**src/rtl/multisim_arb_pkg.sv**
```systemverilog
// Shared types and the round-robin search used by the multisim push arbiter.
package multisim_arb_pkg;

  typedef enum logic {
    ST_IDLE = 1'b0,
    ST_SEND = 1'b1
  } arb_state_e;

  localparam int unsigned RR_MAX_N   = 64;
  localparam int unsigned RR_IDX_W   = 6;
  localparam int unsigned CNT_WIDTH  = 32;

  // Returns the first set request scanning ptr, ptr+1, ..., wrapping at n; -1 if none.
  function automatic int rr_search(input logic [RR_MAX_N-1:0] req,
                                   input int unsigned         ptr,
                                   input int unsigned         n);
    int          result;
    int unsigned idx;
    result = -1;
    idx    = 0;
    for (int unsigned off = 0; off < RR_MAX_N; off++) begin
      if (off < n) begin
        idx = ptr + off;
        if (idx >= n) begin
          idx = idx - n;
        end
        if ((result < 0) && req[idx[RR_IDX_W-1:0]]) begin
          result = int'(idx);
        end
      end
    end
    return result;
  endfunction

endpackage

```
**src/rtl/multisim_qs_push_arbiter_rr.sv**
```systemverilog
// Combinational round-robin arbiter; the rotating pointer is owned by the parent.
module rr_arbiter
  import multisim_arb_pkg::*;
#(
  parameter int unsigned N  = 4,
  parameter int unsigned IW = 2
) (
  input  logic [N-1:0]  i_req,
  input  logic [IW-1:0] i_ptr,
  output logic          o_grant_valid_c,
  output logic [IW-1:0] o_grant_idx_c
);

  logic [RR_MAX_N-1:0] w_req_ext;
  int                  w_result;

  always_comb begin
    w_req_ext       = RR_MAX_N'(i_req);
    w_result        = rr_search(w_req_ext, 32'(i_ptr), N);
    o_grant_valid_c = (w_result >= 0);
    o_grant_idx_c   = (w_result >= 0) ? IW'(w_result) : '0;
  end

endmodule

```
**src/rtl/multisim_qs_push_arbiter.sv**
```systemverilog
// Funnels NUM_CPUS quasi-static words onto one valid/ready push channel,
// sending a CPU's word whenever it differs from the last value sent or a flush forces it.
module multisim_qs_push_arbiter
  import multisim_arb_pkg::*;
#(
  parameter int unsigned NUM_CPUS   = 4,
  parameter int unsigned DATA_WIDTH = 32,
  parameter int unsigned IDX_WIDTH  = $clog2(NUM_CPUS)
) (
  input  logic                           clk,
  input  logic                           rst,
  input  logic [NUM_CPUS*DATA_WIDTH-1:0] i_data,
  input  logic                           i_flush,
  output logic                           o_push_valid,
  output logic [IDX_WIDTH-1:0]           o_push_index,
  output logic [DATA_WIDTH-1:0]          o_push_data,
  input  logic                           i_push_ready,
  output logic [CNT_WIDTH-1:0]           o_xfer_count
);

  arb_state_e            r_state;
  logic [DATA_WIDTH-1:0] r_shadow [NUM_CPUS];
  logic [NUM_CPUS-1:0]   r_force;
  logic [IDX_WIDTH-1:0]  r_ptr;

  logic [DATA_WIDTH-1:0] w_words [NUM_CPUS];
  logic [NUM_CPUS-1:0]   w_req;
  logic                  w_grant_valid;
  logic [IDX_WIDTH-1:0]  w_grant_idx;
  logic [IDX_WIDTH-1:0]  w_ptr_next;

  always_comb begin
    for (int unsigned k = 0; k < NUM_CPUS; k++) begin
      w_words[k] = i_data[k*DATA_WIDTH +: DATA_WIDTH];
      w_req[k]   = r_force[k] | (w_words[k] != r_shadow[k]);
    end
  end

  rr_arbiter #(
    .N  (NUM_CPUS),
    .IW (IDX_WIDTH)
  ) u_rr (
    .i_req           (w_req),
    .i_ptr           (r_ptr),
    .o_grant_valid_c (w_grant_valid),
    .o_grant_idx_c   (w_grant_idx)
  );

  // Pointer moves past the granted CPU, wrapping explicitly for non-power-of-two counts.
  always_comb begin
    w_ptr_next = o_push_index + IDX_WIDTH'(1);
    if (o_push_index == IDX_WIDTH'(NUM_CPUS - 1)) begin
      w_ptr_next = '0;
    end
  end

  always_ff @(posedge clk or posedge rst) begin
    if (rst) begin
      r_state      <= ST_IDLE;
      r_force      <= '0;
      r_ptr        <= '0;
      o_push_valid <= 1'b0;
      o_push_index <= '0;
      o_push_data  <= '0;
      o_xfer_count <= '0;
      for (int unsigned k = 0; k < NUM_CPUS; k++) begin
        r_shadow[k] <= '0;
      end
    end else begin
      case (r_state)
        ST_IDLE: begin
          if (w_grant_valid) begin
            o_push_index <= w_grant_idx;
            o_push_data  <= w_words[w_grant_idx];
            o_push_valid <= 1'b1;
            r_state      <= ST_SEND;
          end
        end
        ST_SEND: begin
          if (i_push_ready) begin
            r_shadow[o_push_index] <= o_push_data;
            r_force[o_push_index]  <= 1'b0;
            r_ptr                  <= w_ptr_next;
            o_xfer_count           <= o_xfer_count + CNT_WIDTH'(1);
            o_push_valid           <= 1'b0;
            r_state                <= ST_IDLE;
          end
        end
        default: begin
          r_state      <= ST_IDLE;
          o_push_valid <= 1'b0;
        end
      endcase
      // Last assignment wins, so a flush on a completing edge keeps that CPU forced.
      if (i_flush) begin
        r_force <= '1;
      end
    end
  end

endmodule

```
**config.mk**
```make
export PLATFORM = sky130hd
export DESIGN_NAME = multisim_qs_push_arbiter
export DESIGN_NICKNAME = d
export VERILOG_FILES = /design/src/rtl/multisim_arb_pkg.sv /design/src/rtl/multisim_qs_push_arbiter_rr.sv /design/src/rtl/multisim_qs_push_arbiter.sv
export SDC_FILE = /design/constraint.sdc
export NUM_CORES = 1
export LEC_CHECK = 0
export BUFFER_PORTS_ARGS = -buffer_cell sky130_fd_sc_hd__buf_2
export CAP_MARGIN = 20
export CORE_ASPECT_RATIO = 0.5
export CORE_MARGIN = 2
export CORE_UTILIZATION = 52
export DETAILED_ROUTE_END_ITERATION = 8
export HOLD_SLACK_MARGIN = 0.02
export PLACE_DENSITY = 0.8
export SKIP_CTS_REPAIR_TIMING = 1
export SLEW_MARGIN = 10
export SYNTH_ARGS = -nofsm -noshare
export SYNTH_HDL_FRONTEND = slang
export SYNTH_SLANG_ARGS = --single-unit
```
**constraint.sdc**
```tcl
create_clock -name clk -period 9.1 [get_ports clk]
set_input_delay 0.455 -clock clk [delete_from_list [all_inputs] [get_ports clk]]
set_output_delay 0.455 -clock clk [all_outputs]
set_load 0.01 [all_outputs]
```
==> impl_results.html, run 1 <==
<table>
<tr><th>Metric</th><th>Value</th></tr>
<tr><th colspan="2">Worst setup path</th></tr>
<tr><td>Required time at the worst-slack endpoint</td><td>9420 ps</td></tr>
<tr><td>Highest net fanout along the worst path</td><td>32</td></tr>
<tr><td>Cells along the critical path</td><td>xor2_1 -&gt; nor4_1 -&gt; nand2_1 -&gt; or3_1 -&gt; o2bb2ai_1 -&gt; a211oi_4 -&gt; a221oi_1 -&gt; o21ai_4 -&gt; o221ai_1</td></tr>
<tr><td>Arrival time at the worst endpoint</td><td>4290 ps</td></tr>
<tr><td>Launching instance or port of the critical path</td><td>r_shadow[76]</td></tr>
<tr><td>Number of cell instances on the worst register-to-register path</td><td>9</td></tr>
<tr><td>Crit path buf inv count</td><td>0</td></tr>
<tr><td>Critical Path Stages</td><td>9</td></tr>
<tr><td>Setup Crit Path Kind</td><td>reg2reg</td></tr>
<tr><td>Critical register-to-register path endpoint</td><td>o_push_data[14]</td></tr>
<tr><td>Slowest library cell on the worst path</td><td>sky130_fd_sc_hd__o21ai_4</td></tr>
<tr><td>Reg2Reg Setup Slack</td><td>5130 ps</td></tr>
<tr><td>Kind of start point of the critical path</td><td>flip-flop</td></tr>
<tr><td>Category of the worst setup path capture point</td><td>flip-flop</td></tr>
<tr><td>Critical Path Sink</td><td>o_push_data[14]</td></tr>
<tr><td>Critical Path Max Stage Delay</td><td>840 ps</td></tr>
<tr><td>Kind of cell adding the most delay to the critical path</td><td>compound AO/OA/AOI/OAI gates</td></tr>
<tr><td>Launch instance of the worst register-to-register path</td><td>r_shadow[76]</td></tr>
<tr><th colspan="2">Global route</th></tr>
<tr><td>Maximum number of pins on one net before global-route repair</td><td>135</td></tr>
<tr><td>Global route overflow</td><td>0</td></tr>
<tr><td>GRT Resource Usage Total</td><td>27.2%</td></tr>
<tr><td>Number of antenna violations at the first check in global routing</td><td>1</td></tr>
<tr><td>Wire length of the first global-routing pass</td><td>43,900 um</td></tr>
<tr><td>Vias in the first global route</td><td>7,805</td></tr>
<tr><th colspan="2">Power and ir drop</th></tr>
<tr><td>Part of the power in combinational logic</td><td>39.0%</td></tr>
<tr><td>Relative contribution of the clock network to total power</td><td>20.9%</td></tr>
<tr><td>Leakage power figure</td><td>0.00593 uW</td></tr>
<tr><td>Power Internal</td><td>2460 uW</td></tr>
<tr><td>Part of the power in registers</td><td>40.0%</td></tr>
<tr><td>Net Sw Frac</td><td>37.9%</td></tr>
<tr><td>Total Power Consumption</td><td>3960 uW</td></tr>
<tr><td>Power per unit of standard cell area</td><td>326 mW/mm^2</td></tr>
<tr><td>Switching power summed over all nets</td><td>1500 uW</td></tr>
<tr><td>Worst ir drop on vdd</td><td>0.242 mV</td></tr>
<tr><th colspan="2">Yosys</th></tr>
<tr><td>FF+latch count, synth</td><td>202</td></tr>
<tr><td>Count of distinct cell types in the synthesized netlist</td><td>53</td></tr>
<tr><td>Syn. warnings</td><td>0</td></tr>
<tr><td>Sequential cell area fraction in the yosys report</td><td>48.9%</td></tr>
<tr><td>Synthesized cell area</td><td>0.0103 mm^2</td></tr>
<tr><td>Cells after Synth</td><td>836</td></tr>
<tr><td>Mean post-synth cell area</td><td>12.4 um^2</td></tr>
<tr><td>Synth Flop Type</td><td>sky130_fd_sc_hd__dfrtp_1</td></tr>
<tr><td>FFs w/ async S/R, synth</td><td>100%</td></tr>
<tr><td>Mapped Nets</td><td>978</td></tr>
<tr><td>Count of flip-flops with a built-in enable after synthesis</td><td>0</td></tr>
<tr><th colspan="2">Route</th></tr>
<tr><td>Remaining antenna violation count</td><td>0</td></tr>
<tr><td>Mean number of vias per cell</td><td>5.85</td></tr>
<tr><td>Drt pass-1 iters</td><td>5</td></tr>
<tr><td>Detailed-route via count</td><td>7,665</td></tr>
<tr><td>Routed len/inst</td><td>21.8 um</td></tr>
<tr><td>Detailed router's first-iteration violation count</td><td>630</td></tr>
<tr><td>WL final</td><td>28,600 um</td></tr>
<tr><td>DRC viols</td><td>0</td></tr>
<tr><th colspan="2">Clocking</th></tr>
<tr><td>CTS Root Buffer Type</td><td>sky130_fd_sc_hd__clkbuf_16</td></tr>
<tr><td>TritonCTS Sinks</td><td>202</td></tr>
<tr><td>Clock input transition at the sequential cells of the worst setup and hold paths</td><td>60 ps</td></tr>
<tr><td>Clock tree buffer depth</td><td>3</td></tr>
<tr><td>Num CTS Buffers</td><td>20</td></tr>
<tr><td>TritonCTS clock tree</td><td>built</td></tr>
<tr><td>Clock latency reported for the late side of the worst-skew pair</td><td>510 ps</td></tr>
<tr><td>H-tree depth</td><td>1</td></tr>
<tr><th colspan="2">Status</th></tr>
<tr><td>Run status</td><td>complete, no violations</td></tr>
<tr><th colspan="2">STA</th></tr>
<tr><td>Worst slack on hold paths</td><td>167 ps</td></tr>
<tr><td>Maximum operating frequency</td><td>0.252 GHz</td></tr>
<tr><td>Number of setup violations in the final report</td><td>0</td></tr>
<tr><td>Hold Vio Cnt, Final</td><td>0</td></tr>
<tr><td>Final Critical Period</td><td>3970 ps</td></tr>
<tr><td>Worst clock skew on the final layout</td><td>26.6 ps</td></tr>
<tr><td>Headroom to the max-slew limit</td><td>28.5%</td></tr>
<tr><td>Share of the clock period used by the worst path after layout</td><td>43.6%</td></tr>
<tr><td>Total count of max-transition violations in the final report</td><td>0</td></tr>
<tr><td>Setup repair after global routing missed its margin</td><td>no</td></tr>
<tr><td>Setup tns final</td><td>0 ps</td></tr>
<tr><td>Worst Max-Slew Pin Slew</td><td>1070 ps</td></tr>
<tr><th colspan="2">Job</th></tr>
<tr><td>Max-cap violations</td><td>0</td></tr>
<tr><th colspan="2">Placement</th></tr>
<tr><td>Total half-perimeter wirelength after legalization and detailed placement</td><td>20,600 um</td></tr>
<tr><td>Placer Congestion</td><td>1.00</td></tr>
<tr><td>IO Port Bufs</td><td>198</td></tr>
<tr><th colspan="2">Cells and area</th></tr>
<tr><td>Multi-input gate area in the final layout</td><td>0.00501 mm^2</td></tr>
<tr><td>Layout Nets</td><td>1,174</td></tr>
<tr><td>Count of antenna diodes in the layout</td><td>0</td></tr>
<tr><td>Footprint of the flip-flops and latches</td><td>0.00505 mm^2</td></tr>
<tr><td>Fraction of final layout cells with drive strength greater than 1</td><td>36.3%</td></tr>
<tr><td>Most common library cell in the layout ignoring fill and taps</td><td>sky130_fd_sc_hd__dfrtp_1</td></tr>
<tr><td>Leading cell types in the layout, fill and taps excluded</td><td>sky130_fd_sc_hd__dfrtp_1 (202), sky130_fd_sc_hd__buf_2 (198), sky130_fd_sc_hd__mux2_2 (128)</td></tr>
<tr><td># fillers</td><td>1,536</td></tr>
<tr><td>Synthesis-to-finish area growth</td><td>17.7%</td></tr>
<tr><th colspan="2">Die</th></tr>
<tr><td>Floorplan row count</td><td>36</td></tr>
<tr><td>Initial Utilization</td><td>53.1%</td></tr>
<tr><td>Die width</td><td>203 um</td></tr>
<tr><td>Die height</td><td>104 um</td></tr>
<tr><td>IO Pins</td><td>199</td></tr>
<tr><td>Total die area</td><td>0.0211 mm^2</td></tr>
<tr><td>Area of the placeable core</td><td>0.0195 mm^2</td></tr>
<tr><th colspan="2">Worst hold path</th></tr>
<tr><td>Hold Crit Class</td><td>in2async</td></tr>
</table>
## power by group through the flow
stage,clock network (uW),logic [uW],registers (uW)
3_3_place_gp,0,1490,1570
4_1_cts,837,1530,1580
2_1_floorplan,0,1130,1540
5_1_grt,879,1650,1630
3_5_place_dp,0,1520,1590
6_report,829,1550,1590
## synthesized netlist by cell type (10+ instances only)
| cell | instances | share of area, % |
|---|---|---|
| sky130_fd_sc_hd__and3_1 | 10 | 0.61 |
| sky130_fd_sc_hd__buf_1 | 12 | 0.44 |
| sky130_fd_sc_hd__dfrtp_1 | 202 | 49 |
| sky130_fd_sc_hd__ha_1 | 10 | 1.2 |
| sky130_fd_sc_hd__inv_1 | 11 | 0.40 |
| sky130_fd_sc_hd__mux2_2 | 128 | 14 |
| sky130_fd_sc_hd__mux2i_1 | 65 | 6.3 |
| sky130_fd_sc_hd__nand2_1 | 63 | 2.3 |
| sky130_fd_sc_hd__nand3_1 | 16 | 0.78 |
| sky130_fd_sc_hd__nand4_1 | 15 | 0.91 |
| sky130_fd_sc_hd__nor2_1 | 11 | 0.40 |
| sky130_fd_sc_hd__nor4_1 | 27 | 1.6 |
| sky130_fd_sc_hd__o221ai_1 | 33 | 2.8 |
| sky130_fd_sc_hd__xnor2_1 | 42 | 3.6 |
| sky130_fd_sc_hd__xor2_1 | 111 | 9.4 |
## worst reg2reg max path, delay by kind of cell, from the launching register on
kind	cells	cell delay, ps
XOR/XNOR	1	260
AND/OR/NAND/NOR	3	1340
flip-flops	1	400
AO/OA/AOI/OAI	5	1810
## metal layers
layer  part of all wire (%)  track usage (%)  vias to the layer above  wire length, um
li1                       -                -                     3403                -
met1                     44             37.8                     3898            12500
met2                     45             41.1                      297            12800
met3                    8.1             7.33                       65             2310
met4                    3.3             9.44                        2              952
met5                  0.042                0                        -               12
## layout make-up
| class | count | share of cell area, % |
|---|---|---|
| multi-input cells | 590 | 41.2 |
| clock inverters | 6 | 0.638 |
| clock buffers | 29 | 4.73 |
| inverters | 12 | 0.432 |
| flip-flops and latches | 202 | 41.6 |
| repair buffers | 206 | 8.65 |
| well taps | 266 | 2.74 |
## registers in the layout, indices dropped and copies added, names as in the netlist
register / flops
r_state: 1
o_push_data: 32
r_force: 4
o_push_valid: 1
o_xfer_count: 32
o_push_index: 2
r_ptr: 2
r_shadow: 128
## how the worst min path moves through the flow
stage | end | slack [ps]
detailed placement | o_xfer_count[31] | 460
global route | r_force[1] | 190
floorplan | r_force[0] | 440
global placement | r_force[0] | 460
finish | o_xfer_count[4] | 170
CTS | r_force[1] | 200
## kinds of logic after synthesis
| group | Yosys count | share of synthesized area, % |
|---|---|---|
| compound gates | 67 | 5.61 |
| fa+ha+maj | 10 | 1.21 |
| buf+inv | 44 | 2.73 |
| xor+xnor | 153 | 13.0 |
| mux | 193 | 20.3 |
| simple gates | 167 | 8.29 |
| flops | 202 | 48.9 |
## stage by stage
stage,instances,setup slack [ps],util (%),cell area (um^2)
final,1311,5130,62.5,12200
after global routing,1311,4970,62.5,12200
after CTS,1311,5240,62.5,12200
after detailed placement,1276,5050,59.1,11500
after global placement,1276,5090,59.1,11500
after floorplan,836,3130,-,10300
Note: power is estimated with default switching activity, not from simulation.
==> run 2: changes to the inputs <==
--- a/config.mk
+++ b/config.mk
@@ -9,10 +9,10 @@
 export CAP_MARGIN = 20
 export CORE_ASPECT_RATIO = 0.5
 export CORE_MARGIN = 2
-export CORE_UTILIZATION = 52
+export CORE_UTILIZATION = 51
 export DETAILED_ROUTE_END_ITERATION = 8
 export HOLD_SLACK_MARGIN = 0.02
-export PLACE_DENSITY = 0.8
+export PLACE_DENSITY = 0.81
 export SKIP_CTS_REPAIR_TIMING = 1
 export SLEW_MARGIN = 10
 export SYNTH_ARGS = -nofsm -noshare
==> constraint.sdc (replaced) <==
create_clock -name clk -period 3.25 [get_ports clk]
set_input_delay 0.1625 -clock clk [delete_from_list [all_inputs] [get_ports clk]]
set_output_delay 0.1625 -clock clk [all_outputs]
set_load 0.01 [all_outputs]
==> impl_results.html, run 2 (synthesized netlist as in run 1, its figures left out) <==
<table>
<tr><th>Metric</th><th>Value</th></tr>
<tr><th colspan="2">Cells and area</th></tr>
<tr><td># fillers</td><td>1,505 (-2.0%)</td></tr>
<tr><td>Most common library cell in the layout ignoring fill and taps</td><td>sky130_fd_sc_hd__dfrtp_1</td></tr>
<tr><td>Layout Nets</td><td>1,199 (+2.1%)</td></tr>
<tr><td>Final core utilization</td><td>63.4% (+0.99 points)</td></tr>
<tr><td>Number of flip-flops in the largest register</td><td>128 (unchanged)</td></tr>
<tr><td>Fraction of final layout cells with drive strength greater than 1</td><td>37.7% (+1.4 points)</td></tr>
<tr><td>Register bank with the most flops</td><td>r_shadow</td></tr>
<tr><td>Count of antenna diodes in the layout</td><td>0 (unchanged)</td></tr>
<tr><td>Leading cell types in the layout, fill and taps excluded</td><td>sky130_fd_sc_hd__dfrtp_1 (202), sky130_fd_sc_hd__buf_2 (198), sky130_fd_sc_hd__mux2_2 (128)</td></tr>
<tr><td>Largest registers</td><td>r_shadow (128), o_push_data (32), o_xfer_count (32)</td></tr>
<tr><td>Design Area, Final</td><td>0.0125 mm^2 (+2.5%)</td></tr>
<tr><td>Synthesis-to-finish area growth</td><td>20.6%</td></tr>
<tr><th colspan="2">Power and ir drop</th></tr>
<tr><td>Net Sw Frac</td><td>37.8% (-0.064 points)</td></tr>
<tr><td>Power per unit of standard cell area</td><td>910 mW/mm^2 (+180%)</td></tr>
<tr><td>Power Internal</td><td>7050 uW (+190%)</td></tr>
<tr><td>Worst ir drop on vdd</td><td>0.358 mV (+48%)</td></tr>
<tr><td>Part of the power in combinational logic</td><td>40.4% (+1.4 points)</td></tr>
<tr><td>Relative contribution of the clock network to total power</td><td>20.4% (-0.5 points)</td></tr>
<tr><td>Leakage power figure</td><td>0.00608 uW (+2.6%)</td></tr>
<tr><td>Switching power summed over all nets</td><td>4280 uW (+190%)</td></tr>
<tr><td>Part of the power in registers</td><td>39.2% (-0.8 points)</td></tr>
<tr><th colspan="2">Global route</th></tr>
<tr><td>Wire length of the first global-routing pass</td><td>45,500 um (+3.5%)</td></tr>
<tr><td>Global route overflow</td><td>0 (unchanged)</td></tr>
<tr><td>Number of antenna violations at the first check in global routing</td><td>0 (-1)</td></tr>
<tr><td>GRT Resource Usage Total</td><td>27.8% (+0.59 points)</td></tr>
<tr><td>Vias in the first global route</td><td>7,898 (+1.2%)</td></tr>
<tr><td>Maximum number of pins on one net before global-route repair</td><td>57 (-58%)</td></tr>
<tr><th colspan="2">Worst setup path</th></tr>
<tr><td>Critical Path Sink</td><td>o_push_data[17]</td></tr>
<tr><td>Reg2Reg Setup Slack</td><td>110 ps (-5020 ps)</td></tr>
<tr><td>Launch instance of the worst register-to-register path</td><td>r_shadow[114]</td></tr>
<tr><td>Category of the worst setup path capture point</td><td>flip-flop</td></tr>
<tr><td>Required time at the worst-slack endpoint</td><td>3610 ps (-5810 ps)</td></tr>
<tr><td>Highest net fanout along the worst path</td><td>24 (-25%)</td></tr>
<tr><td>Arrival time at the worst endpoint</td><td>3500 ps (-790 ps)</td></tr>
<tr><td>Launching instance or port of the critical path</td><td>r_shadow[114]</td></tr>
<tr><td>Crit path buf inv count</td><td>3 (+3)</td></tr>
<tr><td>Kind of start point of the critical path</td><td>flip-flop</td></tr>
<tr><td>Critical Path Stages</td><td>12 (+3)</td></tr>
<tr><td>Kind of cell adding the most delay to the critical path</td><td>simple AND/OR/NAND/NOR gates</td></tr>
<tr><td>Number of cell instances on the worst register-to-register path</td><td>12 (+3)</td></tr>
<tr><td>Slowest library cell on the worst path</td><td>sky130_fd_sc_hd__dfrtp_1</td></tr>
<tr><td>Setup Crit Path Kind</td><td>reg2reg</td></tr>
<tr><td>Critical register-to-register path endpoint</td><td>o_push_data[17]</td></tr>
<tr><td>Critical path's most frequent cell</td><td>sky130_fd_sc_hd__buf_4</td></tr>
<tr><td>Critical Path Max Stage Delay</td><td>390 ps (-450 ps)</td></tr>
<tr><td>Cells along the critical path</td><td>xor2_1 -&gt; nor4_2 -&gt; buf_4 -&gt; nand4_1 -&gt; nor4_1 -&gt; buf_4 -&gt; a22oi_2 -&gt; a211oi_4 -&gt; o22ai_4 -&gt; buf_12 -&gt; mux2i_1 -&gt; o221ai_1</td></tr>
<tr><th colspan="2">STA</th></tr>
<tr><td>Maximum operating frequency</td><td>0.318 GHz (+26%)</td></tr>
<tr><td>Worst slack on hold paths</td><td>-6.77 ps (-174 ps)</td></tr>
<tr><td>Share of the clock period used by the worst path after layout</td><td>96.8% (+53 points)</td></tr>
<tr><td>Hold Vio Cnt, Final</td><td>1 (+1)</td></tr>
<tr><td>Number of setup violations in the final report</td><td>0 (unchanged)</td></tr>
<tr><td>Final Critical Period</td><td>3140 ps (-825 ps)</td></tr>
<tr><td>Worst Max-Slew Pin Slew</td><td>746 ps (-323 ps)</td></tr>
<tr><td>Headroom to the max-slew limit</td><td>50.1% (+22 points)</td></tr>
<tr><td>Worst clock skew on the final layout</td><td>24.2 ps (-2.36 ps)</td></tr>
<tr><td>Total count of max-transition violations in the final report</td><td>0 (unchanged)</td></tr>
<tr><td>Setup repair after global routing missed its margin</td><td>no</td></tr>
<tr><th colspan="2">Clocking</th></tr>
<tr><td>Clock latency reported for the late side of the worst-skew pair</td><td>510 ps (about the same)</td></tr>
<tr><td>Num CTS Buffers</td><td>20 (unchanged)</td></tr>
<tr><td>CTS Root Buffer Type</td><td>sky130_fd_sc_hd__clkbuf_16</td></tr>
<tr><td>H-tree depth</td><td>1 (unchanged)</td></tr>
<tr><td>TritonCTS Sinks</td><td>202 (unchanged)</td></tr>
<tr><td>Clock tree buffer depth</td><td>3 (unchanged)</td></tr>
<tr><td>Clock input transition at the sequential cells of the worst setup and hold paths</td><td>70 ps (about the same)</td></tr>
<tr><td>TritonCTS clock tree</td><td>built</td></tr>
<tr><th colspan="2">Die</th></tr>
<tr><td>Area of the placeable core</td><td>0.0196 mm^2 (+0.93%)</td></tr>
<tr><td>Floorplan row count</td><td>36 (unchanged)</td></tr>
<tr><td>IO Pins</td><td>199 (unchanged)</td></tr>
<tr><td>Initial Utilization</td><td>52.6% (-0.49 points)</td></tr>
<tr><td>Die height</td><td>105 um (+0.94%)</td></tr>
<tr><td>Die width</td><td>205 um (+0.96%)</td></tr>
<tr><td>Total die area</td><td>0.0215 mm^2 (+1.9%)</td></tr>
<tr><th colspan="2">Route</th></tr>
<tr><td>Remaining antenna violation count</td><td>0 (unchanged)</td></tr>
<tr><td>Drt pass-1 iters</td><td>5 (unchanged)</td></tr>
<tr><td>WL final</td><td>29,800 um (+4.2%)</td></tr>
<tr><td>Mean number of vias per cell</td><td>5.81 (-0.58%)</td></tr>
<tr><td>DRC viols</td><td>0 (unchanged)</td></tr>
<tr><td>Detailed router's first-iteration violation count</td><td>819 (+30%)</td></tr>
<tr><td>Detailed-route via count</td><td>7,760 (+1.2%)</td></tr>
<tr><td>Routed len/inst</td><td>22.3 um (+2.4%)</td></tr>
<tr><th colspan="2">Status</th></tr>
<tr><td>Run status</td><td>finished, violations left</td></tr>
<tr><td>Violations in the final reports</td><td>negative hold slack</td></tr>
<tr><th colspan="2">Placement</th></tr>
<tr><td>Placer Congestion</td><td>0.900 (-10%)</td></tr>
<tr><td>IO Port Bufs</td><td>198 (unchanged)</td></tr>
<tr><td>Area after detailed placement</td><td>0.0118 mm^2 (+2.4%)</td></tr>
<tr><td>Total half-perimeter wirelength after legalization and detailed placement</td><td>21,800 um (+6.0%)</td></tr>
<tr><th colspan="2">Job</th></tr>
<tr><td>Max-cap violations</td><td>0 (unchanged)</td></tr>
<tr><th colspan="2">Worst hold path</th></tr>
<tr><td>Hold Crit Class</td><td>in2reg</td></tr>
</table>
-- run 2: worst register-to-register path: cells and delay by family (launching register included) --
| family | cells | cell delay [ps] |
|---|---|---|
| mux | 1 | 230 |
| compound gates | 4 | 780 |
| xor+xnor | 1 | 250 |
| buf+inv | 3 | 550 |
| simple gates | 3 | 800 |
| flops | 1 | 390 |
-- run 2: power groups by stage --
stage | clock [uW] | combinational (uW) | sequential (uW)
after floorplan | 0 | 3160 | 4310
after global placement | 0 | 4370 | 4360
after detailed placement | 0 | 4480 | 4450
after CTS | 2330 | 4520 | 4410
after global routing | 2440 | 4900 | 4560
final | 2310 | 4580 | 4440
-- run 2: per-layer routing --
layer / wire [um] / vias to the layer above / part of all wire [%] / global-route usage, %
met5: 0 / - / 0 / 0
met4: 697 / 0 / 2.3 / 6.12
met3: 2250 / 60 / 7.5 / 5.15
met2: 14200 / 323 / 48 / 45.7
met1: 12600 / 3933 / 42 / 38.3
li1: - / 3444 / - / -
-- run 2: how the worst min path moves through the flow --
stage	start	to	cells after the start	slack (ps)
after floorplan	i_flush	r_force[0]	1	250
after global placement	rst	o_xfer_count[5]	2	240
after detailed placement	rst	o_xfer_count[5]	2	250
after CTS	rst	o_xfer_count[5]	2	-280
after global routing	i_data[24]	o_push_data[24]	3	20
final	i_push_ready	o_xfer_count[0]	3	-7
-- run 2: cell type report --
type,count,area (um^2),share of cell area [%]
repair buffers,231,1360,10.9
flip-flops and latches,202,5050,40.6
inverters,12,48.8,0.392
well taps,266,333,2.67
clock buffers,30,568,4.56
multi-input cells,590,5040,40.4
clock inverters,4,62.6,0.502
-- run 2: per-stage QoR --
step | total power, uW | instances | setup TNS, ps | worst slack, ps
floorplan | 7480 | 836 | 0 | 471
global placement | 8740 | 1299 | -2890 | -105
detailed placement | 8930 | 1299 | -2690 | -109
CTS | 11300 | 1333 | -1200 | -73.3
global route | 11900 | 1335 | 0 | 6.28
finish | 11300 | 1335 | 0 | 105
